### config.mk
export PLATFORM = sky130hd
export DESIGN_NAME = duck_round_manager
export DESIGN_NICKNAME = d
export VERILOG_FILES = /design/src/rtl/duck_round_manager.sv
export SDC_FILE = /design/constraint.sdc
export NUM_CORES = 1
export LEC_CHECK = 0
export BUFFER_PORTS_ARGS = -buffer_cell sky130_fd_sc_hd__buf_2
export CORE_AREA = 3 3 92 94
export DETAILED_ROUTE_END_ITERATION = 10
export DIE_AREA = 0 0 95 97
export PLACE_DENSITY = 0.73
export SLEW_MARGIN = 20
export SYNTH_ARGS = -nofsm -noshare
export SYNTH_HDL_FRONTEND = slang
export SYNTH_SLANG_ARGS = --single-unit
### constraint.sdc
create_clock -name clk -period 2.73 [get_ports clk]
set_clock_uncertainty 0.15 [all_clocks]
set_input_delay 0.4095 -clock clk [delete_from_list [all_inputs] [get_ports clk]]
set_output_delay 0.4095 -clock clk [all_outputs]
set_load 0.05 [all_outputs]
### src/rtl/duck_round_manager.sv
// Round sequencer for the duck-shooting game: spawns ducks, scores hits per round,
// runs the between-round pause and reports the final win/lose outcome.
module duck_round_manager #(
    parameter int DUCKS_PER_ROUND     = 10,
    parameter int HITS_TO_PASS        = 6,
    parameter int MAX_ROUNDS          = 9,
    parameter int INTERMISSION_CYCLES = 65_000_000
) (
    input  logic        clk,
    input  logic        rst,
    input  logic        game_enable,
    input  logic        duck_hit,
    input  logic        duck_escaped,
    output logic        spawn_duck,
    output logic [3:0]  round_number,
    output logic [3:0]  hits_in_round,
    output logic [3:0]  ducks_left,
    output logic [15:0] hit_flags,
    output logic        intermission,
    output logic        game_finished,
    output logic        game_won
);

    // The pause counter only ever holds INTERMISSION_CYCLES-1 down to 0.
    localparam int              CNT_W      = (INTERMISSION_CYCLES > 1) ? $clog2(INTERMISSION_CYCLES) : 1;
    localparam logic [CNT_W-1:0] INTER_LOAD = CNT_W'(INTERMISSION_CYCLES - 1);
    localparam logic [3:0]      DUCKS_LOAD = 4'(DUCKS_PER_ROUND);
    localparam logic [3:0]      HITS_PASS  = 4'(HITS_TO_PASS);
    localparam logic [3:0]      LAST_ROUND = 4'(MAX_ROUNDS);

    typedef enum logic [2:0] {
        ST_IDLE         = 3'd0,
        ST_SPAWN        = 3'd1,
        ST_ACTIVE       = 3'd2,
        ST_ROUND_END    = 3'd3,
        ST_INTERMISSION = 3'd4,
        ST_GAME_OVER    = 3'd5
    } state_t;

    state_t           state_r;
    logic             spawn_r;
    logic [3:0]       round_r;
    logic [3:0]       hits_r;
    logic [3:0]       ducks_r;
    logic [15:0]      flags_r;
    logic             inter_r;
    logic             finished_r;
    logic             won_r;
    logic [CNT_W-1:0] inter_cnt_r;

    logic             resolved_s;
    logic [3:0]       hits_inc_s;
    logic [3:0]       ducks_dec_s;
    logic [3:0]       round_inc_s;
    logic [15:0]      flag_mask_s;

    // The duck being resolved is indexed by how many ducks of the round came before it.
    function automatic logic [15:0] flag_for_duck(input logic [3:0] left);
        logic [3:0] idx;
        idx = DUCKS_LOAD - left;
        return 16'd1 << idx;
    endfunction

    // Saturating next-values so no counter can ever wrap.
    always_comb begin
        resolved_s  = duck_hit | duck_escaped;
        flag_mask_s = flag_for_duck(ducks_r);
        if (hits_r < DUCKS_LOAD) begin
            hits_inc_s = hits_r + 4'd1;
        end else begin
            hits_inc_s = hits_r;
        end
        if (ducks_r != 4'd0) begin
            ducks_dec_s = ducks_r - 4'd1;
        end else begin
            ducks_dec_s = 4'd0;
        end
        if (round_r < LAST_ROUND) begin
            round_inc_s = round_r + 4'd1;
        end else begin
            round_inc_s = round_r;
        end
    end

    // Round FSM; every output is a register updated here.
    always_ff @(posedge clk) begin
        if (rst || (state_r != ST_IDLE && !game_enable)) begin
            state_r     <= ST_IDLE;
            spawn_r     <= 1'b0;
            round_r     <= 4'd0;
            hits_r      <= 4'd0;
            ducks_r     <= 4'd0;
            flags_r     <= 16'd0;
            inter_r     <= 1'b0;
            finished_r  <= 1'b0;
            won_r       <= 1'b0;
            inter_cnt_r <= '0;
        end else begin
            case (state_r)
                ST_IDLE: begin
                    spawn_r     <= 1'b0;
                    hits_r      <= 4'd0;
                    flags_r     <= 16'd0;
                    inter_r     <= 1'b0;
                    finished_r  <= 1'b0;
                    won_r       <= 1'b0;
                    inter_cnt_r <= '0;
                    if (game_enable) begin
                        round_r <= 4'd1;
                        ducks_r <= DUCKS_LOAD;
                        state_r <= ST_SPAWN;
                    end else begin
                        round_r <= 4'd0;
                        ducks_r <= 4'd0;
                        state_r <= ST_IDLE;
                    end
                end
                ST_SPAWN: begin
                    spawn_r <= 1'b1;
                    state_r <= ST_ACTIVE;
                end
                ST_ACTIVE: begin
                    spawn_r <= 1'b0;
                    if (resolved_s) begin
                        // A simultaneous hit and escape is scored once, as a hit.
                        if (duck_hit) begin
                            hits_r  <= hits_inc_s;
                            flags_r <= flags_r | flag_mask_s;
                        end else begin
                            hits_r  <= hits_r;
                            flags_r <= flags_r;
                        end
                        ducks_r <= ducks_dec_s;
                        if (ducks_dec_s == 4'd0) begin
                            state_r <= ST_ROUND_END;
                        end else begin
                            state_r <= ST_SPAWN;
                        end
                    end else begin
                        state_r <= ST_ACTIVE;
                    end
                end
                ST_ROUND_END: begin
                    if (hits_r < HITS_PASS) begin
                        finished_r <= 1'b1;
                        won_r      <= 1'b0;
                        state_r    <= ST_GAME_OVER;
                    end else if (round_r >= LAST_ROUND) begin
                        finished_r <= 1'b1;
                        won_r      <= 1'b1;
                        state_r    <= ST_GAME_OVER;
                    end else begin
                        inter_r     <= 1'b1;
                        inter_cnt_r <= INTER_LOAD;
                        state_r     <= ST_INTERMISSION;
                    end
                end
                ST_INTERMISSION: begin
                    if (inter_cnt_r == '0) begin
                        inter_r <= 1'b0;
                        round_r <= round_inc_s;
                        hits_r  <= 4'd0;
                        flags_r <= 16'd0;
                        ducks_r <= DUCKS_LOAD;
                        state_r <= ST_SPAWN;
                    end else begin
                        inter_cnt_r <= inter_cnt_r - 1'b1;
                        state_r     <= ST_INTERMISSION;
                    end
                end
                ST_GAME_OVER: begin
                    state_r <= ST_GAME_OVER;
                end
                default: begin
                    state_r     <= ST_IDLE;
                    spawn_r     <= 1'b0;
                    round_r     <= 4'd0;
                    hits_r      <= 4'd0;
                    ducks_r     <= 4'd0;
                    flags_r     <= 16'd0;
                    inter_r     <= 1'b0;
                    finished_r  <= 1'b0;
                    won_r       <= 1'b0;
                    inter_cnt_r <= '0;
                end
            endcase
        end
    end

    assign spawn_duck    = spawn_r;
    assign round_number  = round_r;
    assign hits_in_round = hits_r;
    assign ducks_left    = ducks_r;
    assign hit_flags     = flags_r;
    assign intermission  = inter_r;
    assign game_finished = finished_r;
    assign game_won      = won_r;

endmodule

==> results of run 1 <==
-- logic make-up (layout without fill, tap and decap cells) --
family | after synthesis | count (layout)
buffers and inverters | 37 | 80
and+or+nand+nor | 169 | 169
xor gates and xnor gates | 5 | 5
DFF | 61 | 61
adders and majority gates | 11 | 11
AOI/OAI and AO/OA | 155 | 155
muxes | 3 | 3
-- registers in the layout (all words and copies together), names as in the netlist, 3 cells and up --
signal         cells
round_number       4
inter_cnt_r       26
hit_flags         16
hits_in_round      4
state_r            3
ducks_left         4
-- placed cells by master (no fill, tap or decap), types with 7 or more instances in the layout --
master,netlist,layout
dfxtp_1,61,61
nor2_1,60,60
a21oi_1,49,49
o21ai_0,47,45
buf_2,7,36
nand2_1,27,27
a31oi_1,23,23
nor3_1,17,17
buf_4,2,16
inv_1,11,11
ha_1,11,11
nand4_1,9,9
clkbuf_8,0,9
or3_1,8,8
or4_1,8,8
nand3_1,7,7
-- worst min-delay path by stage --
stage,to,slack [ns],depth (start not counted)
floorplan,inter_cnt_r[25],0.31,2
CTS,round_number[0],0.08,2
global placement,hit_flags[8],0.29,2
global route,round_number[0],0.1,2
detailed placement,hit_flags[0],0.30,2
finish,round_number[0],0.09,2
-- power by group through the flow --
stage / Clock [mW] / Sequential, mW / Combinational (mW)
global placement: 0 / 1.04 / 0.999
CTS: 0.868 / 1.02 / 1.03
global route: 0.910 / 1.03 / 1.14
floorplan: 0 / 1.07 / 0.750
detailed placement: 0 / 1.04 / 1.03
finish: 0.850 / 1.02 / 1.04
-- metal layers --
metal  routed length [um]  share of wire
met5                    0              0
met4                  221          0.025
met3                  407          0.046
met2                 4173           0.47
met1                 4092           0.46
-- final cells by class --
cell class                      instances  area, um^2
Sequential cell                        61        1221
Clock inverter                          7       80.08
Clock buffer                            9       123.9
Multi-Input combinational cell        343        2048
Timing Repair Buffer                   53       320.3
Fill cell                             732        3765
Tap cell                              102       127.6
Inverter                               11       41.29
-- cells in the mapped netlist, drive strengths merged (3+ instances only) --
library cell  count
nand2            27
a21o              4
or4               9
buf              14
nand2b            3
nor4              9
ha               11
or3               8
nand4             9
or2               3
nand3             7
nor3             19
xnor2             3
o21a              3
inv              11
a21oi            50
o31ai             6
a31oi            23
nor2             60
a211oi            6
dfxtp            61
clkbuf           12
o21ai            47
-- stage by stage --
stage | area [um^2] | utilization | hold slack [ns] | total power, mW
detailed placement | 3759 | 0.4864 | 0.3047 | 2.065
CTS | 3963 | 0.5128 | 0.07718 | 2.919
global placement | 3759 | 0.4864 | 0.2938 | 2.036
finish | 3963 | 0.5128 | 0.08849 | 2.916
global route | 3963 | 0.5128 | 0.09830 | 3.087
floorplan | 3440 | - | 0.3074 | 1.824
==> reports/qor.txt, run 1 <==
number of clock sinks: 61
Congestion Overflow GR: 0
hold buffers post-CTS: 0
fin crit period: 2.575 ns
Critical Path Start Type: register
Worst Path Class, Setup: register to register
netlist area before placement: 3440 um^2
half-perimeter wire length of the detailed placement result: 6325 um
average size of a mapped cell: 7.799 um^2
endpoint kind of the worst setup timing path: register
power share of the clock group: 0.291
number of standard cells in the layout, taps in and fillers out: 586
detailed-route vias per instance: 5.939
area of the placeable core: 7727 um^2
GRT Overall Usage: 0.1988
cell-by-cell listing of the critical path: inv_1, ha_1, or3b_1, a211o_1, o2bb2ai_2, buf_12, or4_1, a21oi_1
switching power: 1.163 mW
aggregate negative setup slack: 0 ns
pin count of the biggest net entering global routing: 35
Tcrit/Tclk final: 0.9433
Gate Count Post-Synth: 441
critical path capture point: inter_cnt_r[13]
data required time at the worst endpoint: 2.84 ns
buffers inserted by post-CTS timing repair: 0
nets@finish: 495
number of synthesized flops with an enable pin: 0
overall via count from detail_route: 3480
maximum buffer depth of the clock tree: 2
depth of the worst register-to-register path: 8
# setup viols final: 0
met3 routing resource usage after global routing: 0.03810
count of maximum capacitance violations: 0
# port buffers: 36
most common flop cell mapped by yosys: dfxtp_1
Reg-to-Reg Start: round_number[1]
transition time of the tightest slew-check pin: 1.008 ns
peak supply drop: 0.3665 mV
crit-path max cell delay: 0.47 ns
cell accounting for the most synthesized area: dfxtp_1
later-pin clock latency in the skew report: 0.35 ns
die extent in y: 97 um
number of nets still failing antenna checks after routing: 0
endpoint of the most critical register-to-register path: inter_cnt_r[13]
met2 Use GR: 0.3037
largest family of logic cells by synthesized area: compound AO/OA/AOI/OAI gates
WL per Instance: 15.18 um
final antenna diode count: 0
path type of the worst min-delay path: input port to register
Peak Freq: 0.3883 GHz
number of distinct library cells after synthesis: 62
Clk Tree Root Cell: clkbuf_8
Crit path depth: 8
P per Cell Area: 735.8 nW/um^2
met1 Resource Use GR: 0.2695
Placer Congestion: 0.9139
combinational group share of total power: 0.358
Routed WL: 8894 um
top post-synthesis cells by area: dfxtp_1, a21oi_1, o21ai_0
DR iter-0 viols: 337
launch instance of the worst min-delay path: rst
cell internal power dissipation: 1.753 mW
register-to-register path setup slack: 0.15 ns
setup slack at placement: 0.1865 ns
number of placed cells counting well taps: 570
row count: 32
share of synthesized cell area in full adder, half adder and majority cells: 0.04001
Pleak: 1.583 nW
portion of synthesized cell area occupied by the leading cell type: 0.3550
Async S/R FF share, synth: 0
critical path data arrival time: 2.69 ns
post-CTS clock slew at the launch and capture registers of the worst setup and hold paths: 0.08 ns
Critical Path Start: round_number[1]
DRC violation count after routing: 0
setup repair after global routing missed its margin: false
final count of pins violating max slew: 0
first-pass GRT wire length: 14950 um
number of gates given a new drive strength after cts: 0
Top Ports: 37
clock tree from TritonCTS: yes
vias in the first global route: 3160
grt peak-use layer: met2
share of synthesized area spent on multiplexers: 0.009458
Synth Area in Compound Gates: 0.2699
critical path's slowest cell: or4_1
floorplan die area: 9215 um^2
gate family responsible for the most delay along the worst path: simple AND/OR/NAND/NOR gates
relative contribution of sequential cells to total power: 0.350
growth of design area from synthesis to finish: 15.21%
Slew Limit Headroom: 0.3278
count of state elements after synthesis: 61
share of synthesized area occupied by flip-flops and latches: 0.3550
Buf/Inv on CP: 2
crit path setup slack, layout: 0.1549 ns
die extent in x: 95 um
antenna violations before repair: 0
Net Count, Synth: 457
maximum level of the CTS H-tree: 3
xor and xnor area share after synthesis: 0.01273
Initial Utilization: 0.4451
total of warnings raised by yosys: 0
largest fanout on the critical path: 34
number of optimization iterations in the first detailed-route pass: 5
CTS buffer count: 9
ratio of cells with drive above 1 in the final layout: 0.1839
simple-gate share of the synthesized area: 0.2634
endpoints failing hold: 0
Switching Fraction: 0.3989
result of the run: finished, final reports clean
Power figures use the tool's default switching activity.
==> run 2, diff against run 1 <==
--- a/config.mk
+++ b/config.mk
@@ -5,11 +5,12 @@
 export SDC_FILE = /design/constraint.sdc
 export NUM_CORES = 1
 export LEC_CHECK = 0
-export BUFFER_PORTS_ARGS = -buffer_cell sky130_fd_sc_hd__buf_2
 export CORE_AREA = 3 3 92 94
+export CTS_BUF_LIST = sky130_fd_sc_hd__clkbuf_16
 export DETAILED_ROUTE_END_ITERATION = 10
 export DIE_AREA = 0 0 95 97
-export PLACE_DENSITY = 0.73
+export DONT_BUFFER_PORTS = 1
+export PLACE_DENSITY = 0.68
 export SLEW_MARGIN = 20
 export SYNTH_ARGS = -nofsm -noshare
 export SYNTH_HDL_FRONTEND = slang
==> constraint.sdc (replaced) <==
create_clock -name clk -period 2.73 [get_ports clk]
set_clock_uncertainty 0.15 [all_clocks]
set_input_delay 0.4095 -clock clk [delete_from_list [all_inputs] [get_ports clk]]
set_output_delay 0.4095 -clock clk [all_outputs]
set_load 0.005 [all_outputs]
==> run 2 against run 1 <==
  * Utilization fell by 0.11 points
  * Die area did not move
  * Fmax rose by 0.92%
  * Worst hold slack improved by 0.0069 ns
  * Sequential cell count did not move
  * Sequential share of layout area rose by 0.068 points
  * Count of clock-buffer cells in the layout did not move
  * Critical path depth did not move
  * Sequential power barely moved
  * Largest power group is now clock
==> reports/qor.txt, run 2 (synthesis results as in run 1) <==
most common cell after layout, fill and taps aside: dfxtp_1
depth of the worst register-to-register path: 8 (unchanged)
pin count of the biggest net entering global routing: 21 (-40%)
clock tree from TritonCTS: yes
# setup viols final: 0 (unchanged)
Critical Path Start: round_number[0]
register area: 1221 um^2 (unchanged)
area of the placeable core: 7727 um^2 (unchanged)
result of the run: finished, final reports clean
Routed WL: 9099 um (+2.3%)
final antenna diode count: 0 (unchanged)
Clk Tree Root Cell: clkbuf_16
first-pass GRT wire length: 15060 um (+0.74%)
maximum buffer depth of the clock tree: 2 (unchanged)
antenna violations before repair: 0 (unchanged)
Pleak: 1.469 nW (-7.2%)
utilization after layout: 0.5117 (-0.001133)
critical path's slowest cell: a211o_1
Peak Freq: 0.3919 GHz (+0.92%)
register containing the most flip-flops in the final layout: inter_cnt_r
Slew Limit Headroom: 0.6399 (+0.3122)
vias in the first global route: 3079 (-2.6%)
Critical Path Start Type: register
Filler Cell Count: 719 (-1.8%)
detailed-route vias per instance: 6.095 (+2.6%)
later-pin clock latency in the skew report: 0.33 ns (-0.02 ns)
# port buffers: 0 (-100%)
critical path capture point: inter_cnt_r[21]
WL per Instance: 16.31 um (+7.4%)
DRC violation count after routing: 0 (unchanged)
die extent in x: 95 um (unchanged)
number of nets still failing antenna checks after routing: 0 (unchanged)
GRT Overall Usage: 0.2008 (+0.002007)
overall via count from detail_route: 3401 (-2.3%)
Congestion Overflow GR: 0 (unchanged)
Reg-to-Reg Start: round_number[0]
nets@finish: 467 (-5.7%)
growth of design area from synthesis to finish: 14.95%
post-CTS clock slew at the launch and capture registers of the worst setup and hold paths: 0.06 ns (-0.02 ns)
half-perimeter wire length of the detailed placement result: 6365 um (+0.64%)
Worst Path Class, Setup: register to register
Placer Congestion: 0.9431 (+3.2%)
area taken by multi-input logic gates: 2061 um^2 (+0.61%)
die extent in y: 97 um (unchanged)
fin crit period: 2.552 ns (-0.02360 ns)
ratio of cells with drive above 1 in the final layout: 0.1294 (-0.05450)
Initial Utilization: 0.4451 (unchanged)
crit-path max cell delay: 0.42 ns (-0.05 ns)
path type of the worst min-delay path: input port to register
row count: 32 (unchanged)
number of optimization iterations in the first detailed-route pass: 6 (+1)
endpoint kind of the worst setup timing path: register
maximum level of the CTS H-tree: 3 (unchanged)
setup repair after global routing missed its margin: false
buffers inserted by post-CTS timing repair: 0 (unchanged)
DR iter-0 viols: 327 (-3.0%)
critical path data arrival time: 2.66 ns (-0.03 ns)
count of maximum capacitance violations: 0 (unchanged)
Tcrit/Tclk final: 0.9346 (-0.008644)
CTS buffer count: 9 (unchanged)
register-to-register path setup slack: 0.18 ns (+0.02 ns)
endpoints failing hold: 0 (unchanged)
cell-by-cell listing of the critical path: inv_1, ha_1, or3b_1, a211o_1, o2bb2ai_4, buf_4, or3_1, a21oi_1
data required time at the worst endpoint: 2.84 ns (about the same)
number of clock sinks: 61 (unchanged)
P per Cell Area: 805.8 nW/um^2 (+9.5%)
peak supply drop: 0.3177 mV (-13%)
largest fanout on the critical path: 12 (-65%)
transition time of the tightest slew-check pin: 0.5362 ns (-0.4721 ns)
max reg flops: 26 (unchanged)
aggregate negative setup slack: 0 ns (unchanged)
leading cell types in the layout, fill and taps excluded: dfxtp_1, nor2_1, a21oi_1, o21ai_0, nand2_1
final count of pins violating max slew: 0 (unchanged)
floorplan die area: 9215 um^2 (unchanged)
endpoint of the most critical register-to-register path: inter_cnt_r[21]
Top Ports: 37 (unchanged)
-- run 2: cell count changes in the layout (fill, tap and decap cells not counted), sizes merged --
| cell | delta |
|---|---|
| buf | -29 |
| dlygate4sd3 | +1 |
| clkinv | +2 |
| clkinvlp | +1 |
| inv | -3 |
-- run 2: per-stage QoR --
stage	instance area, um^2	cells	hold WS [ns]	power, mW	setup slack [ns]
after floorplan	3440	441	0.3074	1.760	0.4307
after global placement	3631	541	0.3271	2.014	0.2059
after detailed placement	3631	541	0.3279	2.023	0.1562
after CTS	3941	558	0.09251	3.182	0.1419
after global routing	3954	558	0.09792	3.359	0.04268
final	3954	558	0.09535	3.186	0.1785
-- run 2: worst min-delay path by stage --
stage               cells past startpoint               to  slack, ns             from
global route                            2  round_number[0]        0.1      game_enable
floorplan                               2  inter_cnt_r[25]       0.31  inter_cnt_r[25]
finish                                  2  round_number[0]        0.1      game_enable
detailed placement                      2  inter_cnt_r[25]       0.33  inter_cnt_r[25]
CTS                                     2  round_number[0]       0.09      game_enable
global placement                        2   inter_cnt_r[1]       0.33   inter_cnt_r[1]
-- run 2: final cells by class --
class	instances	area share
multi-input combinational	343	0.5212
sequential	61	0.3089
tap	102	0.03228
inverter	11	0.01044
clock inverter	7	0.01899
clock buffer	9	0.05696
timing repair buffer	25	0.05127
-- run 2: metal layers --
layer | track usage | part of all wire
met5 | 0 | 0
met4 | 0.06548 | 0.010
met3 | 0.05210 | 0.081
met2 | 0.2966 | 0.46
met1 | 0.2824 | 0.45
-- run 2: report_power, final --
part,switching [mW],internal (mW)
Sequential,0.0819,0.945
Clock,0.432,0.709
Combinational,0.626,0.393
Total,1.14,2.05
-- run 2: timing repair --
item	CTS	global route
endpoints found under the hold margin	1	0
hold buffers	1	0
setup endpoints to repair	0	2
gates resized for setup	0	1
-- run 2: worst max-delay path: cells and delay by family (launching register included) --
kind	cells	cell delay (ns)
buf+inv	2	0.30
simple gates	2	0.73
fa+ha+maj	1	0.16
flops	1	0.36
compound gates	3	0.78
